===== src/rtl/rx_bit_timer_p_if.sv =====
// rtl/rx_bit_timer_p_if.sv - RX FSM <-> bit timer signal bundle
// Master is the RX FSM side, slave is the bit timer.
interface rx_bit_timer_p_if #(
   parameter int CNT_W = 16,
   parameter int IDX_W = 4
);
   logic             enable;
   logic [CNT_W-1:0] divisor;
   logic [IDX_W-1:0] frame_bits;
   logic             rx_in;
   logic             sample_tick;
   logic             bit_val;
   logic [IDX_W-1:0] bit_idx;
   logic             frame_done;
   logic             false_start;
   logic             busy;

   modport master (
      output enable, divisor, frame_bits, rx_in,
      input  sample_tick, bit_val, bit_idx, frame_done, false_start, busy
   );

   modport slave (
      input  enable, divisor, frame_bits, rx_in,
      output sample_tick, bit_val, bit_idx, frame_done, false_start, busy
   );
endinterface


===== src/rtl/rx_bit_timer_p.sv =====
// rtl/rx_bit_timer_p.sv - UART RX bit-centre sample timer
// Validates the start bit at its centre, then strobes the centre of each bit.
module rx_bit_timer_p #(
   parameter int CNT_W = 16,
   parameter int IDX_W = 4
) (
   input  logic             clk,
   input  logic             rx_arst_n,
   input  logic             rx_rst,
   rx_bit_timer_p_if.slave  bus
);

   localparam logic [1:0] ST_IDLE = 2'd0;
   localparam logic [1:0] ST_HALF = 2'd1;
   localparam logic [1:0] ST_BIT  = 2'd2;
   localparam logic [1:0] ST_HOLD = 2'd3;

   logic [1:0]       r_state;
   logic [CNT_W-1:0] r_cnt;
   logic [IDX_W-1:0] r_idx;
   logic [CNT_W-1:0] r_div;
   logic [IDX_W-1:0] r_nbits;
   logic             r_sample_tick;
   logic             r_bit_val;
   logic [IDX_W-1:0] r_bit_idx;
   logic             r_frame_done;
   logic             r_false_start;
   logic             r_busy;

   logic [CNT_W-1:0] w_div_clamp;
   logic [IDX_W-1:0] w_nbits_clamp;
   logic [CNT_W-1:0] w_half_init;

   // Clamp keeps the half period at least one count so cnt never wraps
   always_comb begin
      w_div_clamp   = (bus.divisor < CNT_W'(4)) ? CNT_W'(4) : bus.divisor;
      w_nbits_clamp = (bus.frame_bits < IDX_W'(2)) ? IDX_W'(2) : bus.frame_bits;
      w_half_init   = (w_div_clamp >> 1) - CNT_W'(1);
   end

   always_ff @(posedge clk or negedge rx_arst_n) begin
      if (!rx_arst_n) begin
         r_state       <= ST_IDLE;
         r_cnt         <= '0;
         r_idx         <= '0;
         r_div         <= '0;
         r_nbits       <= '0;
         r_sample_tick <= 1'b0;
         r_bit_val     <= 1'b0;
         r_bit_idx     <= '0;
         r_frame_done  <= 1'b0;
         r_false_start <= 1'b0;
         r_busy        <= 1'b0;
      end else if (rx_rst) begin
         r_state       <= ST_IDLE;
         r_cnt         <= '0;
         r_idx         <= '0;
         r_div         <= '0;
         r_nbits       <= '0;
         r_sample_tick <= 1'b0;
         r_bit_val     <= 1'b0;
         r_bit_idx     <= '0;
         r_frame_done  <= 1'b0;
         r_false_start <= 1'b0;
         r_busy        <= 1'b0;
      end else begin
         r_sample_tick <= 1'b0;
         r_frame_done  <= 1'b0;
         r_false_start <= 1'b0;
         if (!bus.enable) begin
            r_state <= ST_IDLE;
            r_busy  <= 1'b0;
         end else begin
            case (r_state)
               ST_IDLE: begin
                  r_div   <= w_div_clamp;
                  r_nbits <= w_nbits_clamp;
                  r_cnt   <= w_half_init;
                  r_idx   <= '0;
                  r_state <= ST_HALF;
                  r_busy  <= 1'b1;
               end
               ST_HALF: begin
                  if (r_cnt == '0) begin
                     r_sample_tick <= 1'b1;
                     r_bit_idx     <= '0;
                     r_bit_val     <= bus.rx_in;
                     if (bus.rx_in) begin
                        r_false_start <= 1'b1;
                        r_state       <= ST_HOLD;
                        r_busy        <= 1'b0;
                     end else begin
                        r_cnt   <= r_div - CNT_W'(1);
                        r_idx   <= IDX_W'(1);
                        r_state <= ST_BIT;
                     end
                  end else begin
                     r_cnt <= r_cnt - CNT_W'(1);
                  end
               end
               ST_BIT: begin
                  if (r_cnt == '0) begin
                     r_sample_tick <= 1'b1;
                     r_bit_idx     <= r_idx;
                     r_bit_val     <= bus.rx_in;
                     if (r_idx == r_nbits - IDX_W'(1)) begin
                        r_frame_done <= 1'b1;
                        r_state      <= ST_HOLD;
                        r_busy       <= 1'b0;
                     end else begin
                        r_idx <= r_idx + IDX_W'(1);
                        r_cnt <= r_div - CNT_W'(1);
                     end
                  end else begin
                     r_cnt <= r_cnt - CNT_W'(1);
                  end
               end
               ST_HOLD: begin
                  r_state <= ST_HOLD;
               end
               default: begin
                  r_state <= ST_IDLE;
                  r_busy  <= 1'b0;
               end
            endcase
         end
      end
   end

   assign bus.sample_tick = r_sample_tick;
   assign bus.bit_val     = r_bit_val;
   assign bus.bit_idx     = r_bit_idx;
   assign bus.frame_done  = r_frame_done;
   assign bus.false_start = r_false_start;
   assign bus.busy        = r_busy;

endmodule


===== src/flat_wrapper.sv =====
// flat-port wrapper written by rule: the top's interface ports become plain ports
module rx_bit_timer_p_flat 
#(
   parameter int CNT_W = 16,
   parameter int IDX_W = 4
)
  (clk, rx_arst_n, rx_rst, bus_enable, bus_divisor, bus_frame_bits, bus_rx_in, bus_sample_tick, bus_bit_val, bus_bit_idx, bus_frame_done, bus_false_start, bus_busy);
  rx_bit_timer_p_if #(.CNT_W(CNT_W), .IDX_W(IDX_W)) bus_i ();
  input  logic clk;
  input  logic rx_arst_n;
  input  logic rx_rst;
  input wire logic [$bits(bus_i.enable)-1:0] bus_enable;
  input wire logic [$bits(bus_i.divisor)-1:0] bus_divisor;
  input wire logic [$bits(bus_i.frame_bits)-1:0] bus_frame_bits;
  input wire logic [$bits(bus_i.rx_in)-1:0] bus_rx_in;
  output wire logic [$bits(bus_i.sample_tick)-1:0] bus_sample_tick;
  output wire logic [$bits(bus_i.bit_val)-1:0] bus_bit_val;
  output wire logic [$bits(bus_i.bit_idx)-1:0] bus_bit_idx;
  output wire logic [$bits(bus_i.frame_done)-1:0] bus_frame_done;
  output wire logic [$bits(bus_i.false_start)-1:0] bus_false_start;
  output wire logic [$bits(bus_i.busy)-1:0] bus_busy;
  assign bus_i.enable = bus_enable;
  assign bus_i.divisor = bus_divisor;
  assign bus_i.frame_bits = bus_frame_bits;
  assign bus_i.rx_in = bus_rx_in;
  assign bus_sample_tick = bus_i.sample_tick;
  assign bus_bit_val = bus_i.bit_val;
  assign bus_bit_idx = bus_i.bit_idx;
  assign bus_frame_done = bus_i.frame_done;
  assign bus_false_start = bus_i.false_start;
  assign bus_busy = bus_i.busy;
  rx_bit_timer_p #(.CNT_W(CNT_W), .IDX_W(IDX_W)) u_core (.clk(clk), .rx_arst_n(rx_arst_n), .rx_rst(rx_rst), .bus(bus_i));
endmodule

===== config.mk =====
export PLATFORM = sky130hd
export DESIGN_NAME = rx_bit_timer_p_flat
export DESIGN_NICKNAME = d
export VERILOG_FILES = /design/src/rtl/rx_bit_timer_p_if.sv /design/src/rtl/rx_bit_timer_p.sv /design/src/flat_wrapper.sv
export SDC_FILE = /design/constraint.sdc
export NUM_CORES = 1
export LEC_CHECK = 0
export CORE_ASPECT_RATIO = 0.9
export CORE_MARGIN = 2
export CORE_UTILIZATION = 45
export CTS_CLUSTER_SIZE = 14
export DETAILED_ROUTE_END_ITERATION = 16
export PLACE_DENSITY_LB_ADDON = 0.1
export SYNTH_ARGS = -nofsm -noshare
export SYNTH_HDL_FRONTEND = slang
export SYNTH_SLANG_ARGS = --single-unit

===== constraint.sdc =====
create_clock -name clk -period 9.6 [get_ports clk]
set_input_delay 0.96 -clock clk [delete_from_list [all_inputs] [get_ports clk]]
set_output_delay 0.96 -clock clk [all_outputs]
set_load 0.005 [all_outputs]

---- Word-level counts from Yosys, hierarchy flattened ----
Cells that the tools add are included.
word-level totals
  memories ................................ 0
  memory bits (read-only) ................. 0
  latch bits .............................. 0
  logic and storage cells ................. 108
  output and inout port bits .............. 9
  bits in writable memories ............... 0
  bits in registers ....................... 51
cells by class
  equal/unequal tests ..................... 15
  shift-type cells ........................ 0
  $mul .................................... 0
  muxes and demuxes ....................... 59
  reduce and logical (&&, ||, !) cells .... 16
  bitwise operators ....................... 0
  div/mod/pow operators ................... 0
  magnitude comparators ................... 2
  add/subtract/negate cells ............... 5
operators with widths
  cell                                                         count
  2-to-1 mux 16 bit                                            10
  2-to-1 mux 4 bit                                             14
  one-hot mux 16 bit (3 select lines)                          1
  subtractor 16 x 1 -> 16 bit, second input constant           2
  2-to-1 mux 1 bit                                             25
  zero test 16 bit                                             1
  less-than comparator 16 x 3 -> 1 bit, second input constant  1
  subtractor 15 x 1 -> 16 bit, second input constant           1
  inequality test 4 x 3 -> 1 bit, second input constant        3
  inequality test 4 bit, second input constant                 3
  one-hot mux 4 bit (3 select lines)                           1
  2-to-1 mux 2 bit                                             5
  one-hot mux 2 bit (4 select lines)                           1
  one-hot mux 4 bit (2 select lines)                           1
  AND reduction 4 bit                                          2
  nonzero test 2 bit                                           4
  inequality test 3 x 2 -> 1 bit, second input constant        2
  inequality test 3 bit, second input constant                 2
  AND reduction 3 bit                                          2
  AND reduction 6 bit                                          1
  inequality test 5 x 2 -> 1 bit, second input constant        1
  AND reduction 5 bit                                          1
  adder 4 x 1 -> 4 bit, second input constant                  1
  == test 2 bit, second input constant                         2
  other kinds (10)                                             10

---- Depth between registers and ports, before layout ----
  depth in word-level cells ............... 7
  mapped depth ............................ 15
  mapped depth without buffers ............ 12

---- Least setup slack after synthesis ----
Ideal clock, no wire load.
  kind .................................... input port to flip-flop
  start point ............................. input port bus_divisor[13]
  end point ............................... register u_core.r_cnt[12]
  stages .................................. 10
  required time ........................... 9.478 ns
  arrival ................................. 2.957 ns
  setup time .............................. 0.122 ns
  setup slack ............................. 6.521 ns
  path buffers ............................ 0
  path through ............................ nor4_1 -> nand4_1 -> a21oi_1 -> a21o_1 -> ha_1 -> o21ai_0 -> a31oi_2 -> nand4_1 -> or3_1 -> a32o_1
on the way
  word-level cells in the longest chain between the ends .. 6
RTL lines
  item                                   RTL line              RTL
  start, declared                        flat_wrapper.sv:13    input wire logic [$bits(bus_i.divisor)-1:0] bus_divisor;
  less-than comparator 16 x 3 -> 1 bit   rx_bit_timer_p.sv:36  w_div_clamp = (bus.divisor < CNT_W'(4)) ? CNT_W'(4) : bus.divisor;
  2-to-1 mux 16 bit *                    rx_bit_timer_p.sv:36
  subtractor 15 x 1 -> 16 bit *          rx_bit_timer_p.sv:38  w_half_init = (w_div_clamp >> 1) - CNT_W'(1);
  one-hot mux 16 bit (3 select lines) *  rx_bit_timer_p.sv:74  case (r_state)
  2-to-1 mux 16 bit *                    rx_bit_timer_p.sv:70  if (!bus.enable) begin
  2-to-1 mux 16 bit *                    rx_bit_timer_p.sv:54  end else if (rx_rst) begin
  end signal, assigned                   rx_bit_timer_p.sv:78  r_cnt <= w_half_init;
  end signal, assigned                   rx_bit_timer_p.sv:93  r_cnt <= r_div - CNT_W'(1);
  end signal, assigned                   rx_bit_timer_p.sv:98  r_cnt <= r_cnt - CNT_W'(1);
  end, declared                          rx_bit_timer_p.sv:19  logic [CNT_W-1:0] r_cnt;
Mark *: on every way between the ends. The rest lies on a longest branch, timed or not. The select of a mux whose other input is x is not followed.
A chain may end at the register's enable or synchronous reset.

---- Worst setup path in the final report ----
  start point ............................. input port bus_divisor[10]
  end point ............................... register u_core.r_cnt[12]
The elaborated chain is that of the path after synthesis.

==> results.md <==
- Final #Nets: 383
- Setup Buffers After CTS: 0
- # diodes: 0
- First-pass GRT wire length: 13300 um
- Slew Viols, Final: 0
- Post-layout util: 54.3%
- Final WL: 7970 um
- Tot Pwr: 533 uW
- Worst Skew: 5.75 ps
- Tot GR Track Use: 21.6%
- Critical path's slowest cell: clkdlybuf4s50_1
- Critical Path Source Type: input pin
- Crit path top cell by count: nand4_1
- Max rail drop VDD: 67.9 uV
- Pin count of the biggest net entering global routing: 52
- # resized after CTS: 0
- Post-synth top area share: 40.7%
- Later-pin clock latency in the skew report: 310 ps
- Largest cells by area after synthesis: dfrtp_1 (41%), a22o_1 (6.7%), nor2_1 (3.6%)
- Status: completed
- Vias in the first global route: 2555
- Critical Path End Type: flip-flop
- Slew @ Worst Pin: 802 ps
- Most frequent cells in the layout: dfrtp_1 (51), clkdlybuf4s50_1 (32), nor2_1 (30), nand2_1 (26), a22o_1 (24)
- Hold path cells: 2
- Vias: 2620
- Fillers: 614
- Cts hold-fix bufs: 0
- Netlist Area Pre-Place: 3140 um^2
- Number of cells on the worst reg-to-reg path: 12
- Worst-path clk slew: 100 ps
- DRT iter0 DRCs: 182
- Share of cells above drive strength 1: 12.8%
- Worst Setup Slack, final: 5780 ps
- Dpl ws: 5530 ps
- DRT antenna net count: 0
- CTS tree: done
- Synth warn: 0
- Clk root buf: clkbuf_8
- Die Width: 92.0 um
- CTS Buffer Depth: 2
- Setup TNS: 0 ps
- Cell family with most CP delay: simple AND/OR/NAND/NOR gates
- R2R setup slack: 6340 ps
- Crit path cell chain: clkdlybuf4s50_1 > nor4_1 > nand4_1 > a21oi_1 > a21o_1 > ha_1 > o21ai_0 > a31oi_2 > nand4_1 > or3_1 > a32o_1
- Crit-path max FO: 5
- R2r startpoint: u_core.r_state[1]
- Critical path class: in -> reg
- Post-placement cell area: 3530 um^2
- Static Leak: 0.00150 uW
- Cell taking the most area after synthesis: dfrtp_1
- Core ar.: 6660 um^2
- Syn nets: 353
- P per Cell Area: 147 nW/um^2
- Synth Register Bits: 51
- Hold EP: u_core.r_nbits[1]
- TritonRoute pass-1 iters: 4
- WP data required: 9800 ps
- Antenna violations before repair: 0
- Synth unique cells: 63
- GPL Wtd Cong: 0.812
- Routed WL per cell: 18.0 um
- WP depth: 11
- Syn Area/Cell: 9.77 um^2
- Port buffer count: 33
- Post-synth EDFFs: 0
- Global route total overflow: 0
- Post-synthesis sequential area ratio: 40.7%
- CP max stage delay: 470 ps
- Area Growth Syn to Fin: 15.3%
- Synth Instances: 321
- Minimum clock period: 3820 ps
- Sink Count: 51
- Min-delay src: u_core.r_nbits[1]
- Hold Crit Class: reg -> reg
- Final hold viol count: 0
- Post-synthesis async set-or-reset flop share: 100%
- Slew margin rel.: 46.3%
- IO Count: 34
- FP Rows: 28
- Die height: 83.2 um
- Main synth FF type: dfrtp_1
- Fin area: 3620 um^2
- WP buf/inv: 1
- CP Data Arrival Time: 4020 ps
- Commonest non-fill, non-tap cell in the layout: dfrtp_1
- Num CTS Buffers: 5
- CTS H-Tree Depth: 2
- Reg-to-Reg End: u_core.r_cnt[12]
- Post-detail-place hpwl: 5440 um
- Final-report setup violation count: 0
- Number of max-cap violations: 0
- Die ar.: 7660 um^2
- Starting Density: 47.1%
- Crit share post-route: 39.8%
- F_max: 262 MHz
- RSZ-0062 raised after global routing: no
- Drt drc: 0
- Vias per cell: 5.93
## metrics by stage
step	hold slack, ps	cells
2_1_floorplan	462	321
3_3_place_gp	489	434
3_5_place_dp	496	434
5_1_grt	552	442
6_report	521	442
4_1_cts	521	442
## registers in the layout, indices dropped and copies added (netlist names)
register and flops:
u_core.bus.bit_val 1, u_core.r_cnt 16, u_core.bus.busy 1, u_core.r_idx 4, u_core.bus.false_start 1, u_core.r_state 2, u_core.r_nbits 4, u_core.bus.bit_idx 4
u_core.bus.sample_tick 1, u_core.bus.frame_done 1, u_core.r_div 16
## layer usage
| layer | part of all wire, % | up-vias | track usage, % |
|---|---|---|---|
| li1 | - | 1260 | - |
| met1 | 50 | 1267 | 32.9 |
| met2 | 43 | 84 | 32.2 |
| met3 | 5.4 | 9 | 3.18 |
| met4 | 1.1 | 0 | 5.16 |
| met5 | 0 | - | 0 |
## cell families after synthesis
group	share of synthesized area, %
and+or+nand+nor	19.1
buffers and inverters	4.39
muxes	3.03
DFF	40.7
adders and majority gates	2.79
AOI/OAI and AO/OA	25.0
xor gates and xnor gates	5.03
## cell type report
| type | instances | area, um^2 | share of cell area (%) |
|---|---|---|---|
| multi-input cells | 242 | 1720 | 47.6 |
| flip-flops and latches | 51 | 1280 | 35.3 |
| repair buffers | 39 | 370 | 10.2 |
| well taps | 90 | 113 | 3.11 |
| clock buffers | 5 | 68.8 | 1.90 |
| inverters | 12 | 45.0 | 1.25 |
| clock inverters | 3 | 20.0 | 0.554 |
## Yosys cell counts (all sizes together), types with 8 or more instances
library cell and instances:
inv 12, nor4 10, a22o 25, dfrtp 51, a21oi 14, o31ai 8, buf 9, xor2 12
nor3 13, o21ai 11, nor2 32, a31oi 14, nand2 27
## power breakdown
group	total [uW]	internal, uW	switching (uW)
Clock	128	50.9	77.2
Combinational	152	61.4	90.5
Sequential	252	232	20.9
Total	533	344	189
## worst max-delay path by stage
| stage | endpoint | from | slack (ps) |
|---|---|---|---|
| after floorplan | u_core.r_cnt[12] | bus_divisor[13] | 6520 |
| after global placement | u_core.r_cnt[12] | bus_divisor[10] | 5510 |
| after detailed placement | u_core.r_cnt[12] | bus_divisor[10] | 5530 |
| after CTS | u_core.r_cnt[12] | bus_divisor[10] | 5850 |
| after global routing | u_core.r_cnt[12] | bus_divisor[10] | 5550 |
| final | u_core.r_cnt[12] | bus_divisor[10] | 5780 |
## worst register-to-register path, delay by kind of cell, from the launching register on
family / cells / cell delay [ps]
AO/OA/AOI/OAI: 5 / 990
AND/OR/NAND/NOR: 2 / 710
buffers and inverters: 3 / 600
adder cells (fa/ha/maj): 2 / 450
flip-flops: 1 / 400
Power figures use the tool's default switching activity.
